File: src/rtl/divergence_controller_pkg.sv
// Shared types for the divergence controller: lane masks, addresses, register files,
// parked thread contexts, op encoding and FSM states.
package divergence_controller_pkg;

  localparam int NUM_LANES           = 8;
  localparam int ADDR_W              = 32;
  localparam int REGS_W              = 256;
  localparam int MAX_THREAD_CONTEXTS = 16;

  typedef logic [NUM_LANES-1:0] execution_mask_t;
  typedef logic [ADDR_W-1:0]    memory_address_t;
  typedef logic [REGS_W-1:0]    RegisterFile;
  typedef logic [$clog2(MAX_THREAD_CONTEXTS)-1:0] context_index_t;

  typedef struct packed {
    RegisterFile     regs;
    memory_address_t pc;
    execution_mask_t mask;
  } ThreadContext;

  typedef enum logic {
    OP_BRANCH = 1'b0,
    OP_EXIT   = 1'b1
  } op_e;

  typedef enum logic [2:0] {
    S_IDLE,
    S_PUSH,
    S_COMMIT,
    S_POP,
    S_RESULT
  } state_e;

endpackage

File: src/rtl/divergence_controller_if.sv
// Request, result and divergence-queue signals between execute, fetch and the queue.
// The controller uses the slave view; the surrounding pipeline uses the master view.
interface divergence_controller_if;
  import divergence_controller_pkg::*;

  logic            req_valid;
  logic            req_ready;
  op_e             req_op;
  execution_mask_t req_cond;
  execution_mask_t req_mask;
  memory_address_t req_target;
  memory_address_t req_fallthru;
  RegisterFile     req_regs;

  logic            res_valid;
  logic            res_ready;
  memory_address_t res_pc;
  execution_mask_t res_mask;
  RegisterFile     res_regs;
  logic            res_reload;
  logic            res_done;

  logic            q_push;
  RegisterFile     q_push_regs;
  memory_address_t q_push_pc;
  execution_mask_t q_push_mask;
  logic            q_adv_write;
  logic            q_adv_read;
  logic            q_full;
  logic            q_empty;
  RegisterFile     q_back_regs;
  memory_address_t q_back_pc;
  execution_mask_t q_back_mask;

  logic            err_overflow;

  modport slave (
    input  req_valid, req_op, req_cond, req_mask, req_target, req_fallthru, req_regs,
    output req_ready,
    input  res_ready,
    output res_valid, res_pc, res_mask, res_regs, res_reload, res_done,
    output q_push, q_push_regs, q_push_pc, q_push_mask, q_adv_write, q_adv_read,
    input  q_full, q_empty, q_back_regs, q_back_pc, q_back_mask,
    output err_overflow
  );

  modport master (
    output req_valid, req_op, req_cond, req_mask, req_target, req_fallthru, req_regs,
    input  req_ready,
    output res_ready,
    input  res_valid, res_pc, res_mask, res_regs, res_reload, res_done,
    input  q_push, q_push_regs, q_push_pc, q_push_mask, q_adv_write, q_adv_read,
    output q_full, q_empty, q_back_regs, q_back_pc, q_back_mask,
    input  err_overflow
  );

endinterface

File: src/rtl/divergence_controller_mask_splitter.sv
// Splits the active execution mask by per-lane branch outcome and classifies the split.
module divergence_controller_mask_splitter
  import divergence_controller_pkg::*;
(
  input  execution_mask_t mask_i,
  input  execution_mask_t cond_i,
  output execution_mask_t taken_o,
  output execution_mask_t ntaken_o,
  output logic            is_divergent_o,
  output logic            is_empty_mask_o
);

  assign taken_o         = mask_i & cond_i;
  assign ntaken_o        = mask_i & ~cond_i;
  assign is_divergent_o  = (|taken_o) && (|ntaken_o);
  assign is_empty_mask_o = ~(|mask_i);

endmodule

File: src/rtl/divergence_controller.sv
// Branch/exit sequencer: parks the not-taken half of a divergent warp in the divergence
// queue and restores the oldest parked context on warp exit.
module divergence_controller
  import divergence_controller_pkg::*;
(
  input logic                    clk,
  input logic                    reset_n,
  divergence_controller_if.slave bus
);

  state_e          state_q, state_d;
  ThreadContext    push_ctx_q, push_ctx_d;
  ThreadContext    res_ctx_q, res_ctx_d;
  logic            res_reload_q, res_reload_d;
  logic            res_done_q, res_done_d;
  logic            err_overflow_q, err_overflow_d;

  execution_mask_t taken, ntaken;
  logic            is_divergent, is_empty_mask;
  logic            is_exit;

  divergence_controller_mask_splitter u_mask_splitter (
    .mask_i          (bus.req_mask),
    .cond_i          (bus.req_cond),
    .taken_o         (taken),
    .ntaken_o        (ntaken),
    .is_divergent_o  (is_divergent),
    .is_empty_mask_o (is_empty_mask)
  );

  // A branch with no active lanes retires the warp just like an explicit exit.
  assign is_exit = (bus.req_op == OP_EXIT) || is_empty_mask;

  always_comb begin
    // NOTE: every value is defaulted to its held state first so no path infers a latch.
    state_d        = state_q;
    push_ctx_d     = push_ctx_q;
    res_ctx_d      = res_ctx_q;
    res_reload_d   = res_reload_q;
    res_done_d     = res_done_q;
    err_overflow_d = err_overflow_q;

    unique case (state_q)
      S_IDLE: begin
        if (bus.req_valid) begin
          res_reload_d = 1'b0;
          res_done_d   = 1'b0;
          if (is_exit) begin
            if (bus.q_empty) begin
              res_done_d = 1'b1;
              state_d    = S_RESULT;
            end else begin
              state_d = S_POP;
            end
          end else begin
            res_ctx_d.regs = bus.req_regs;
            if (|taken) begin
              res_ctx_d.pc   = bus.req_target;
              res_ctx_d.mask = taken;
            end else begin
              res_ctx_d.pc   = bus.req_fallthru;
              res_ctx_d.mask = ntaken;
            end
            if (is_divergent && bus.q_full) begin
              err_overflow_d = 1'b1;
              state_d        = S_RESULT;
            end else if (is_divergent) begin
              push_ctx_d = '{regs: bus.req_regs, pc: bus.req_fallthru, mask: ntaken};
              state_d    = S_PUSH;
            end else begin
              state_d = S_RESULT;
            end
          end
        end
      end
      // The queue writes the slot and moves its write pointer in separate cycles.
      S_PUSH:   state_d = S_COMMIT;
      S_COMMIT: state_d = S_RESULT;
      S_POP: begin
        res_ctx_d    = '{regs: bus.q_back_regs, pc: bus.q_back_pc, mask: bus.q_back_mask};
        res_reload_d = 1'b1;
        state_d      = S_RESULT;
      end
      S_RESULT: begin
        if (bus.res_ready) state_d = S_IDLE;
      end
      default: state_d = S_IDLE;
    endcase
  end

  always_ff @(posedge clk) begin
    // NOTE: state updates use non-blocking assignments so all registers sample together.
    if (!reset_n) begin
      state_q        <= S_IDLE;
      push_ctx_q     <= '0;
      res_ctx_q      <= '0;
      res_reload_q   <= 1'b0;
      res_done_q     <= 1'b0;
      err_overflow_q <= 1'b0;
    end else begin
      state_q        <= state_d;
      push_ctx_q     <= push_ctx_d;
      res_ctx_q      <= res_ctx_d;
      res_reload_q   <= res_reload_d;
      res_done_q     <= res_done_d;
      err_overflow_q <= err_overflow_d;
    end
  end

  assign bus.req_ready    = (state_q == S_IDLE);
  assign bus.res_valid    = (state_q == S_RESULT);
  assign bus.res_pc       = res_ctx_q.pc;
  assign bus.res_mask     = res_ctx_q.mask;
  assign bus.res_regs     = res_ctx_q.regs;
  assign bus.res_reload   = res_reload_q;
  assign bus.res_done     = res_done_q;

  assign bus.q_push       = (state_q == S_PUSH);
  assign bus.q_push_regs  = push_ctx_q.regs;
  assign bus.q_push_pc    = push_ctx_q.pc;
  assign bus.q_push_mask  = push_ctx_q.mask;
  assign bus.q_adv_write  = (state_q == S_COMMIT);
  assign bus.q_adv_read   = (state_q == S_POP);

  assign bus.err_overflow = err_overflow_q;

endmodule
File: src/flat_wrapper.sv
// flat-port wrapper written by rule: the top's interface ports become plain ports
module divergence_controller_flat import divergence_controller_pkg::*;
  (clk, reset_n, bus_req_valid, bus_req_op, bus_req_cond, bus_req_mask, bus_req_target, bus_req_fallthru, bus_req_regs, bus_req_ready, bus_res_ready, bus_res_valid, bus_res_pc, bus_res_mask, bus_res_regs, bus_res_reload, bus_res_done, bus_q_push, bus_q_push_regs, bus_q_push_pc, bus_q_push_mask, bus_q_adv_write, bus_q_adv_read, bus_q_full, bus_q_empty, bus_q_back_regs, bus_q_back_pc, bus_q_back_mask, bus_err_overflow);
  divergence_controller_if bus_i ();
  input logic clk;
  input logic reset_n;
  input wire logic [$bits(bus_i.req_valid)-1:0] bus_req_valid;
  input wire logic [$bits(bus_i.req_op)-1:0] bus_req_op;
  input wire logic [$bits(bus_i.req_cond)-1:0] bus_req_cond;
  input wire logic [$bits(bus_i.req_mask)-1:0] bus_req_mask;
  input wire logic [$bits(bus_i.req_target)-1:0] bus_req_target;
  input wire logic [$bits(bus_i.req_fallthru)-1:0] bus_req_fallthru;
  input wire logic [$bits(bus_i.req_regs)-1:0] bus_req_regs;
  output wire logic [$bits(bus_i.req_ready)-1:0] bus_req_ready;
  input wire logic [$bits(bus_i.res_ready)-1:0] bus_res_ready;
  output wire logic [$bits(bus_i.res_valid)-1:0] bus_res_valid;
  output wire logic [$bits(bus_i.res_pc)-1:0] bus_res_pc;
  output wire logic [$bits(bus_i.res_mask)-1:0] bus_res_mask;
  output wire logic [$bits(bus_i.res_regs)-1:0] bus_res_regs;
  output wire logic [$bits(bus_i.res_reload)-1:0] bus_res_reload;
  output wire logic [$bits(bus_i.res_done)-1:0] bus_res_done;
  output wire logic [$bits(bus_i.q_push)-1:0] bus_q_push;
  output wire logic [$bits(bus_i.q_push_regs)-1:0] bus_q_push_regs;
  output wire logic [$bits(bus_i.q_push_pc)-1:0] bus_q_push_pc;
  output wire logic [$bits(bus_i.q_push_mask)-1:0] bus_q_push_mask;
  output wire logic [$bits(bus_i.q_adv_write)-1:0] bus_q_adv_write;
  output wire logic [$bits(bus_i.q_adv_read)-1:0] bus_q_adv_read;
  input wire logic [$bits(bus_i.q_full)-1:0] bus_q_full;
  input wire logic [$bits(bus_i.q_empty)-1:0] bus_q_empty;
  input wire logic [$bits(bus_i.q_back_regs)-1:0] bus_q_back_regs;
  input wire logic [$bits(bus_i.q_back_pc)-1:0] bus_q_back_pc;
  input wire logic [$bits(bus_i.q_back_mask)-1:0] bus_q_back_mask;
  output wire logic [$bits(bus_i.err_overflow)-1:0] bus_err_overflow;
  assign bus_i.req_valid = bus_req_valid;
  assign bus_i.req_op = bus_req_op;
  assign bus_i.req_cond = bus_req_cond;
  assign bus_i.req_mask = bus_req_mask;
  assign bus_i.req_target = bus_req_target;
  assign bus_i.req_fallthru = bus_req_fallthru;
  assign bus_i.req_regs = bus_req_regs;
  assign bus_req_ready = bus_i.req_ready;
  assign bus_i.res_ready = bus_res_ready;
  assign bus_res_valid = bus_i.res_valid;
  assign bus_res_pc = bus_i.res_pc;
  assign bus_res_mask = bus_i.res_mask;
  assign bus_res_regs = bus_i.res_regs;
  assign bus_res_reload = bus_i.res_reload;
  assign bus_res_done = bus_i.res_done;
  assign bus_q_push = bus_i.q_push;
  assign bus_q_push_regs = bus_i.q_push_regs;
  assign bus_q_push_pc = bus_i.q_push_pc;
  assign bus_q_push_mask = bus_i.q_push_mask;
  assign bus_q_adv_write = bus_i.q_adv_write;
  assign bus_q_adv_read = bus_i.q_adv_read;
  assign bus_i.q_full = bus_q_full;
  assign bus_i.q_empty = bus_q_empty;
  assign bus_i.q_back_regs = bus_q_back_regs;
  assign bus_i.q_back_pc = bus_q_back_pc;
  assign bus_i.q_back_mask = bus_q_back_mask;
  assign bus_err_overflow = bus_i.err_overflow;
  divergence_controller u_core (.clk(clk), .reset_n(reset_n), .bus(bus_i));
endmodule
File: config.mk
export PLATFORM = sky130hd
export DESIGN_NAME = divergence_controller_flat
export DESIGN_NICKNAME = d
export VERILOG_FILES = /design/src/rtl/divergence_controller_pkg.sv /design/src/rtl/divergence_controller_if.sv /design/src/rtl/divergence_controller_mask_splitter.sv /design/src/rtl/divergence_controller.sv /design/src/flat_wrapper.sv
export SDC_FILE = /design/constraint.sdc
export NUM_CORES = 1
export LEC_CHECK = 0
export CAP_MARGIN = 15
export CORE_AREA = 2 2 482 484
export DETAILED_ROUTE_END_ITERATION = 7
export DIE_AREA = 0 0 484 486
export GPL_TIMING_DRIVEN = 0
export MAX_ROUTING_LAYER = met4
export SLEW_MARGIN = 20
export SYNTH_ARGS = -nofsm -noshare
export SYNTH_HDL_FRONTEND = slang
export SYNTH_SLANG_ARGS = --single-unit
File: constraint.sdc
create_clock -name clk -period 1.7 [get_ports clk]
set_input_delay 0.17 -clock clk [delete_from_list [all_inputs] [get_ports clk]]
set_output_delay 0.17 -clock clk [all_outputs]
set_load 0.02 [all_outputs]
# After elaboration in Yosys (flattened, before gate mapping)
# Index checks and enable logic that the tools add are counted.
[totals]
romBits = 0
wordCells = 53
in_bits = 639
mem_bits_rw = 0
latch_bits = 0
ff_bits = 598
output_inout_bits = 600
n_memories = 0
[classes]
bitwise = 6
n_reduce_logical = 15
n_div = 0
muxes = 15
order_cmp = 0
add_sub_neg = 0
eq_ne = 7
shifts = 0
mul = 0
[op_table]
columns = ["operator", "count"]
rows = [
  ["$mux W296", 2],
  ["$pmux W296 S2", 1],
  ["$mux W40", 1],
  ["$reduce_or A8 Y1", 3],
  ["$mux W3", 6],
  ["$and A8 B8 Y8", 2],
  ["$pmux W3 S4", 1],
  ["$not A8 Y8", 1],
  ["$eq A3 B2 Y1 const B", 2],
  ["$ne A2 B2 Y1 const B", 3],
  ["$reduce_and A2 Y1", 3],
  ["$reduce_and A5 Y1", 1],
  ["$reduce_and A4 Y1", 1],
  ["$eq A3 B1 Y1 const B", 1],
  ["$eq A3 B3 Y1 const B", 1],
  ["$logic_not A3 Y1", 1],
  ["$mux W1", 3],
  ["$not A1 Y1", 3],
  ["$reduce_and A3 Y1", 1],
  ["$logic_and A1 B1 Y1", 2],
  ["$pmux W1 S2", 1],
  ["$reduce_bool A2 Y1", 1],
  ["$reduce_or A2 Y1", 1],
  ["$logic_or A1 B1 Y1", 1],
]

# Logic depth before layout (Yosys ltp)
# Gate-level depths: netlist of the first run.
[depth]
ltp_word = 9
depth_mapped = 9
depth_no_buf = 5

# By module
# A second synthesis of the first run with hierarchy kept.
[hier_totals]
cells_unflattened = 3065
hier_area_um2 = 25085.3
[by_module_without_submodules]
columns = ["mod", "cells_each", "area_each_um2", "n_inst", "seq_area_each_um2"]
rows = [
  ["divergence_controller", 3040, 24917.6, 1, 11971.5],
  ["divergence_controller_mask_splitter", 25, 167.7, 1, 0.0],
]

# Worst setup path after synthesis of the first run
# Ideal clock, no wire load.
[synth_path]
kind = "flip-flop to flip-flop"
from = "reg u_core.state_q[0]"
to = "reg u_core.push_ctx_q, in the netlist u_core.bus.q_push_regs[100]"
stages_incl_launch_ff = 9
synth_period_minus_slack_ns = 2.271
setup_ns = 0.072
t_required_ns = 1.628
arrival_time_ns = 2.200
path_buffers = 4
path_slack_ns = -0.571
cell_sequence = "dfxtp_1 clkbuf_1 nor3_1 nand2_1 nor4b_4 buf_6 buf_6 buf_6 mux2i_1"
[synth_via]
elab_chain_cells = 2
[synth_lines]
columns = ["element", "line", "text"]
rows = [
  ["start, declared", "divergence_controller.sv:11", "state_e state_q, state_d;"],
  ["start signal, assigned", "divergence_controller.sv:101", "state_q <= state_d;"],
  ["$logic_not A3 Y1", "--", ""],
  ["named net bus_req_ready", "flat_wrapper.sv:14", "output wire logic [$bits(bus_i.req_ready)-1:0] bus_req_ready;"],
  ["$reduce_and A5 Y1 (no source line)", "--", ""],
  ["end signal, assigned", "divergence_controller.sv:102", "push_ctx_q <= push_ctx_d;"],
  ["end, declared", "divergence_controller.sv:12", "ThreadContext push_ctx_q, push_ctx_d;"],
]
# The timed path passes the listed nets, and every way through them passes these cells.
# A chain may end at the register's enable or synchronous reset.

# Final worst setup path of the first run
[layout_path]
from = "in bus_req_cond[2]"
to = "reg u_core.push_ctx_q, in the netlist u_core.bus.q_push_regs[42]"
[layout_via]
elab_chain_cells = 7
elab_cells_between_ends = 9
classes_between = "4 x bitwise; 5 x reduce/logical"
[layout_lines]
columns = ["element", "line", "text"]
rows = [
  ["start, declared", "flat_wrapper.sv:9", "input wire logic [$bits(bus_i.req_cond)-1:0] bus_req_cond;"],
  ["$not A8 Y8", "divergence_controller_mask_splitter.sv:14", "assign ntaken_o = mask_i & ~cond_i;"],
  ["$and A8 B8 Y8", "divergence_controller_mask_splitter.sv:14", ""],
  ["$reduce_or A8 Y1", "divergence_controller_mask_splitter.sv:15", "assign is_divergent_o = (|taken_o) && (|ntaken_o);"],
  ["$logic_and A1 B1 Y1 (*)", "divergence_controller_mask_splitter.sv:15", ""],
  ["$logic_and A1 B1 Y1", "divergence_controller.sv:64", "if (is_divergent && bus.q_full) begin"],
  ["$not A1 Y1 (no source line)", "--", ""],
  ["$reduce_and A5 Y1 (no source line) (*)", "--", ""],
]
# Every way passes the cells marked *; elsewhere a longest branch is shown, timed or not.

==> impl_metrics.tcl, run 1 <==
set metrics [dict create \
    status "finished with violations" \
    violations "negative setup slack" \
    nets 5126 \
    setup_viol 1128 \
    syn_to_final_growth_pct 100.5 \
    cts_tree "done" \
    arrival_ns 2.71 \
    ys_top_cells_by_count "nand2_1 (1173), dfxtp_1 (598), mux2i_1 (296)" \
    dp_hpwl_um 208300 \
    layout.cells.non_filler 7658 \
    drc_errors 0 \
    hold_viol 0 \
    p_clk_share_pct 40.9 \
    crit_path_start_kind "input pin" \
    gp_congestion 1.122 \
    first_pass_iters 5 \
    yosysMostFrequentCell "nand2_1" \
    antenna_found_initial 123 \
    synth_seq_area_share_pct 48.93 \
    internal_power_w 0.03001 \
    final_core_util_pct 21.38 \
    synthFlopType "dfxtp_1" \
    ys_types 37 \
    min_from "bus_req_mask[2]" \
    place.port_buffers 1237 \
    cts_buffer_depth 3 \
    pwr-share-seq_pct 35.1 \
    synth-edff-count 0 \
    rows 176 \
    cts_sinks 598 \
    p_sw_share_pct 31.20 \
    grt_pass1_wl_um 309300 \
    clock_latency_ns 0.70 \
    coreArea_sq_um 229500 \
    syn_area_sq_um 24470 \
    gr-usage-all-layers_pct 20.60 \
    p_comb_share_pct 24.0 \
    skew_ns 0.04445 \
    cp-startpoint "bus_req_cond[2]" \
    cts_max_level 3 \
    synthesis.nets 3620 \
    cp-end-kind "flip-flop" \
    die_h_um 486 \
    wirelength_um 250300 \
    yosys_warnings 0 \
    ys_seq_elements 598 \
    cts_made_buffers 79 \
    antenna_left 0 \
    synth_top_area_cell "dfxtp_1" \
    dieArea_sq_um 235200 \
    drtIter0Drc 2293 \
    avgRoutedWirePerCell_um 32.68 \
    viasPerCell 3.973 \
    place_inst 7251 \
    async_flop_share_pct 0 \
    fmax_ghz 0.4732 \
    timing.slew.headroom_pct 11.11 \
    synth_cells 2981 \
    cap_violations 0 \
    worst_slew_pin_slew_ns 1.333 \
    cts_root_buffer "clkbuf_16" \
    rsz0062_at_grt "yes" \
    p_sw_w 0.01361 \
    postPlaceCellArea_sq_um 40950 \
    grt_pass1_vias 29960 \
    setup_tns_ns -280.57 \
    power_density_nw_per_um2 889.1 \
    overflow 0 \
    start_util_pct 10.66 \
    period_share_pct 124.3 \
    rr_startpoint "u_core.state_q[1]" \
    syn_avg_cell_area_sq_um 8.208 \
    critPathKind "input pin to flip-flop" \
    crit_required_ns 2.30 \
    period_needed_ns 2.113 \
    vias 30430 \
    crit_fanout 9 \
    netlist.area_leader.share_pct 48.93 \
    fin_ws_ns -0.4134 \
    fp.dieW_um 484 \
    synth.area.top_cells "dfxtp_1 (49%), nand2_1 (18%), mux2i_1 (12%)" \
    grt_max_degree 13 \
    slew_viol_final 0 \
    design_area_sq_um 49060 \
    vdd_drop_max_mv 0.6874 \
    p_leak_nw 17.12 \
    clkTransAtPathRegs_ns 0.06 \
    drive_above_1_share_pct 17.96 \
    hold_class "input pin to flip-flop" \
    num_io_pins 1239 \
]
[registers in the layout, summed over array words and instances, names as in the netlist]
register                 cells
u_core.bus.q_push_regs     256
u_core.bus.res_regs        256
u_core.bus.q_push_pc        32
u_core.bus.res_pc           32
u_core.bus.q_push_mask       8
u_core.bus.res_mask          8
u_core.state_q               3
u_core.bus.err_overflow      1
u_core.bus.res_done          1
u_core.bus.res_reload        1
[metrics by stage]
stage               power [W]  hold slack [ns]  worst slack, ns
floorplan             0.01833           0.3122          -0.1531
global placement      0.02396           0.4412           -2.454
detailed placement    0.02401           0.4452           -1.765
CTS                   0.04348         0.001050          -0.4791
global route          0.04478          0.03910          -0.4888
finish                0.04362          0.03196          -0.4134
[logic make-up (layout without fill, tap and decap cells)]
| group | Yosys count | in the layout | share of synthesized area (%) |
|---|---|---|---|
| other cells | 0 | 84 | 0 |
| buf+inv | 269 | 1836 | 5.257 |
| mux | 297 | 297 | 12.16 |
| simple gates | 1204 | 1204 | 18.87 |
| compound gates | 613 | 613 | 14.79 |
| flops | 598 | 598 | 48.93 |
[worst max-delay path, stage by stage]
cell and delay [ns]:
dlymetal6s2s_1 0.16, dlygate4sd3_1 0.62, nor2b_1 0.22, nor4_2 0.10, a21oi_4 0.18, nor4b_4 0.23
buf_6 0.15, buf_16 0.21, buf_16 0.24, clkbuf_16 0.18, mux2i_1 0.18
[final cells by class]
type | instances | area [sq um]
plain buffers | 259 | 2515
diodes | 84 | 210.2
repair buffers | 1433 | 15510
well taps | 3026 | 3786
flip-flops and latches | 598 | 11980
inverters | 2 | 11.26
clock inverters | 30 | 382.9
fillers | 25060 | 180400
clock buffers | 112 | 2301
multi-input cells | 2114 | 12360
[final timing paths]
path	endpoint	slack [ns]	cells past startpoint
setup / recovery	u_core.bus.q_push_regs[42]	-0.41	11
hold / removal	u_core.bus.q_push_mask[2]	0.03	4
setup reg to reg	u_core.bus.res_regs[101]	-0.40	11
hold reg to reg	u_core.bus.q_push_regs[139]	0.46	2
[per-layer routing]
| metal | vias to the layer above | GRT usage (%) | part of all wire (%) |
|---|---|---|---|
| li1 | 13350 | - | - |
| met3 | 396 | 8.507 | 11 |
| met4 | 0 | 9.495 | 5.5 |
| met5 | - | - | 0 |
| met2 | 1787 | 32.38 | 45 |
| met1 | 14890 | 22.62 | 39 |
[power by group through the flow]
stage	Clock, W	Combinational (W)	Sequential, W
after floorplan	0	0.00209	0.0162
after global placement	0	0.00845	0.0155
after detailed placement	0	0.00847	0.0155
after CTS	0.0181	0.0101	0.0153
after global routing	0.0186	0.0108	0.0154
final	0.0178	0.0105	0.0153
[timing repair]
item	in CTS	in global routing
endpoints found under the setup margin	1195	1138
buffers inserted	58	40
hold buffers	26	6
endpoints found under the hold margin	26	6
resized for setup	996	161
gates cloned	40	26
pin swaps	368	36
[cell usage in the layout, fill, tap and decap left out, types with 10 or more instances in the layout]
| cell type | count |
|---|---|
| a31oi_1 | 282 |
| buf_12 | 70 |
| buf_16 | 47 |
| buf_2 | 33 |
| buf_4 | 49 |
| buf_6 | 25 |
| buf_8 | 35 |
| clkbuf_1 | 123 |
| clkbuf_16 | 116 |
| clkbuf_2 | 46 |
| clkbuf_4 | 11 |
| clkbuf_8 | 29 |
| clkdlybuf4s15_2 | 13 |
| clkdlybuf4s18_2 | 10 |
| clkdlybuf4s50_1 | 1139 |
| clkinv_2 | 11 |
| dfxtp_1 | 595 |
| diode_2 | 84 |
| dlygate4sd2_1 | 21 |
| dlygate4sd3_1 | 32 |
| mux2i_1 | 293 |
| nand2_1 | 943 |
| nand2_2 | 210 |
| nand2_4 | 19 |
| nor2b_1 | 10 |
| o21ai_0 | 201 |
| o21ai_1 | 40 |
| o21ai_2 | 16 |
| o221ai_1 | 21 |
| o221ai_2 | 17 |
Note: power is estimated with default switching activity, not from simulation.
==> inputs of run 2 (changes only) <==
--- a/constraint.sdc
+++ b/constraint.sdc
@@ -3,2 +3,2 @@
 set_output_delay 0.17 -clock clk [all_outputs]
-set_load 0.02 [all_outputs]
+set_load 0.005 [all_outputs]
==> run 2 against run 1 <==
Net effect:
- the run still ends with negative setup slack left
- sequential share of layout area decreased by 0.20 points
- clock skew shrank 0.016 ns
- sequential power hardly changed
- via count down 0.14%
- utilization is 0.18 points higher
- design area grew 0.83%
- fmax shrank 0.24%
- first-iteration DRC count is 3.4% lower
- count of clock-buffer cells in the layout grew 2
- worst hold slack better by 0.058 ns
- setup slack lost 0.0050 ns
- global-route usage down 0.30 points
- largest cell class unchanged
==> impl_metrics.tcl, run 2 (synthesis gave the netlist of run 1 again) <==
set metrics [dict create \
    first_pass_iters 6 \
    rows 176 \
    cts_sinks 598 \
    postPlaceCellArea_sq_um 40960 \
    min_from "bus_req_regs[39]" \
    pwr-share-seq_pct 35.3 \
    overflow 0 \
    worst_slew_pin_slew_ns 1.160 \
    drtIter0Drc 2216 \
    rr_startpoint "u_core.state_q[2]" \
    cts_max_level 3 \
    cts_buffer_depth 3 \
    layout_commonest_cell "clkdlybuf4s50_1" \
    start_util_pct 10.66 \
    cp-startpoint "u_core.state_q[2]" \
    internal_power_w 0.03021 \
    power_density_nw_per_um2 874.7 \
    hold_class "input pin to flip-flop" \
    drc_errors 0 \
    wirelength_um 244500 \
    vdd_drop_max_mv 0.6705 \
    seqCellArea_sq_um 11980 \
    place.port_buffers 1237 \
    period_needed_ns 2.118 \
    nets 5172 \
    slew_viol_final 0 \
    cts_tree "done" \
    rrSetupSlack_ns -0.42 \
    timing.hold.ws_ns 0.09034 \
    pre_cts_slack_ns -2.223 \
    violations "negative setup slack" \
    design_area_sq_um 49470 \
    cap_violations 0 \
    crit_fanout 7 \
    vias 30390 \
    period_share_pct 124.6 \
    die_h_um 486 \
    avgRoutedWirePerCell_um 31.86 \
    fin_ws_ns -0.4184 \
    ff2ff_path_depth 9 \
    p_comb_share_pct 22.2 \
    hold_viol 0 \
    final_core_util_pct 21.56 \
    p_clk_share_pct 42.5 \
    crit_required_ns 2.32 \
    rsz0062_at_grt "yes" \
    grt_pass1_wl_um 305700 \
    p_leak_nw 17.32 \
    cts_made_buffers 82 \
    final_cell_mix "clkdlybuf4s50_1 (1186), nand2_1 (1012), dfxtp_1 (594)" \
    crit_path_start_kind "flip-flop" \
    gp_congestion 0.9976 \
    arrival_ns 2.74 \
    critPathKind "flip-flop to flip-flop" \
    cp-endpoint "u_core.bus.q_push_regs[232]" \
    setup_tns_ns -227.25 \
    fillers 25200 \
    num_io_pins 1239 \
    grt_max_degree 12 \
    multi_input_area_sq_um 12470 \
    status "finished with violations" \
    clock_latency_ns 0.72 \
    dieArea_sq_um 235200 \
    dp_hpwl_um 200500 \
    syn_to_final_growth_pct 102.2 \
    gr-usage-all-layers_pct 20.29 \
    reg2reg_to "u_core.bus.q_push_regs[232]" \
    grt_pass1_vias 29760 \
    coreArea_sq_um 229500 \
    p_sw_w 0.01306 \
    viasPerCell 3.960 \
    antenna_left 0 \
    cts_root_buffer "clkbuf_16" \
    skew_ns 0.02886 \
    p_sw_share_pct 30.18 \
    fmax_ghz 0.4721 \
    timing.slew.headroom_pct 22.65 \
    drive_above_1_share_pct 15.40 \
    antenna_found_initial 99 \
    fp.dieW_um 484 \
    setup_viol 1146 \
    cp-end-kind "flip-flop" \
    clkTransAtPathRegs_ns 0.06 \
]
==> run 2: what timing repair did <==
action | in CTS | in global routing
gates resized for setup | 680 | 297
cloned | 37 | 21
buffers inserted | 59 | 35
pin swaps | 235 | 64
hold buffers | 95 | 2
endpoints found under the setup margin | 1196 | 1180
endpoints found under the hold margin | 112 | 2
==> run 2: worst min-delay path by stage <==
stage          cells past startpoint  slack (ns)                          end
6_report                           3        0.09   u_core.bus.q_push_regs[39]
5_1_grt                            3        0.04  u_core.bus.q_push_regs[143]
4_1_cts                            3     0.00003          u_core.bus.res_done
3_5_place_dp                       2        0.45  u_core.bus.q_push_regs[132]
3_3_place_gp                       2        0.44  u_core.bus.q_push_regs[240]
2_1_floorplan                      2        0.31      u_core.bus.q_push_pc[0]
==> run 2: power by group through the flow <==
stage	Sequential, W	Clock (W)	Combinational (W)
finish	0.0153	0.0184	0.00960
global route	0.0153	0.0193	0.0100
CTS	0.0153	0.0188	0.00929
global placement	0.0155	0	0.00757
floorplan	0.0154	0	0.00207
detailed placement	0.0155	0	0.00759
==> run 2: final cells by class <==
cell class,count,area share [%]
clock buffers,114,4.824
flip-flops and latches,598,24.23
clock inverters,29,0.7614
multi-input cells,2114,25.21
well taps,3026,7.654
plain buffers,256,4.882
diodes,55,0.2782
repair buffers,1479,32.14
inverters,2,0.02276
==> run 2: metrics by stage <==
step           std cells  total power, W
2_1_floorplan       2981         0.01751
3_3_place_gp        7244         0.02307
6_report            7673         0.04327
4_1_cts             7584         0.04340
5_1_grt             7667         0.04467
3_5_place_dp        7252         0.02312
==> run 2: worst max-delay path, stage by stage, from the launching register on <==
cell and delay, ns:
dfxtp_4 0.37, nor3_4 0.25, nand2_4 0.11, nor4b_4 0.23
buf_6 0.18, buf_16 0.16, buf_12 0.14, clkbuf_16 0.19
buf_16 0.15, mux2i_1 0.21
==> run 2: routing by layer <==
layer | wire length (um) | vias up | global-route usage, %
met2 | 113700 | 1744 | 33.04
li1 | - | 13390 | -
met3 | 27320 | 360 | 8.175
met4 | 10600 | 0 | 7.333
met1 | 92880 | 14890 | 22.24
met5 | 0 | - | -
==> inputs of run 3 (changes only) <==
- CTS_CLUSTER_SIZE: unset -> 25
==> results of run 3 <==
The final DEF is identical to that of run 2; final timing and power are the same.
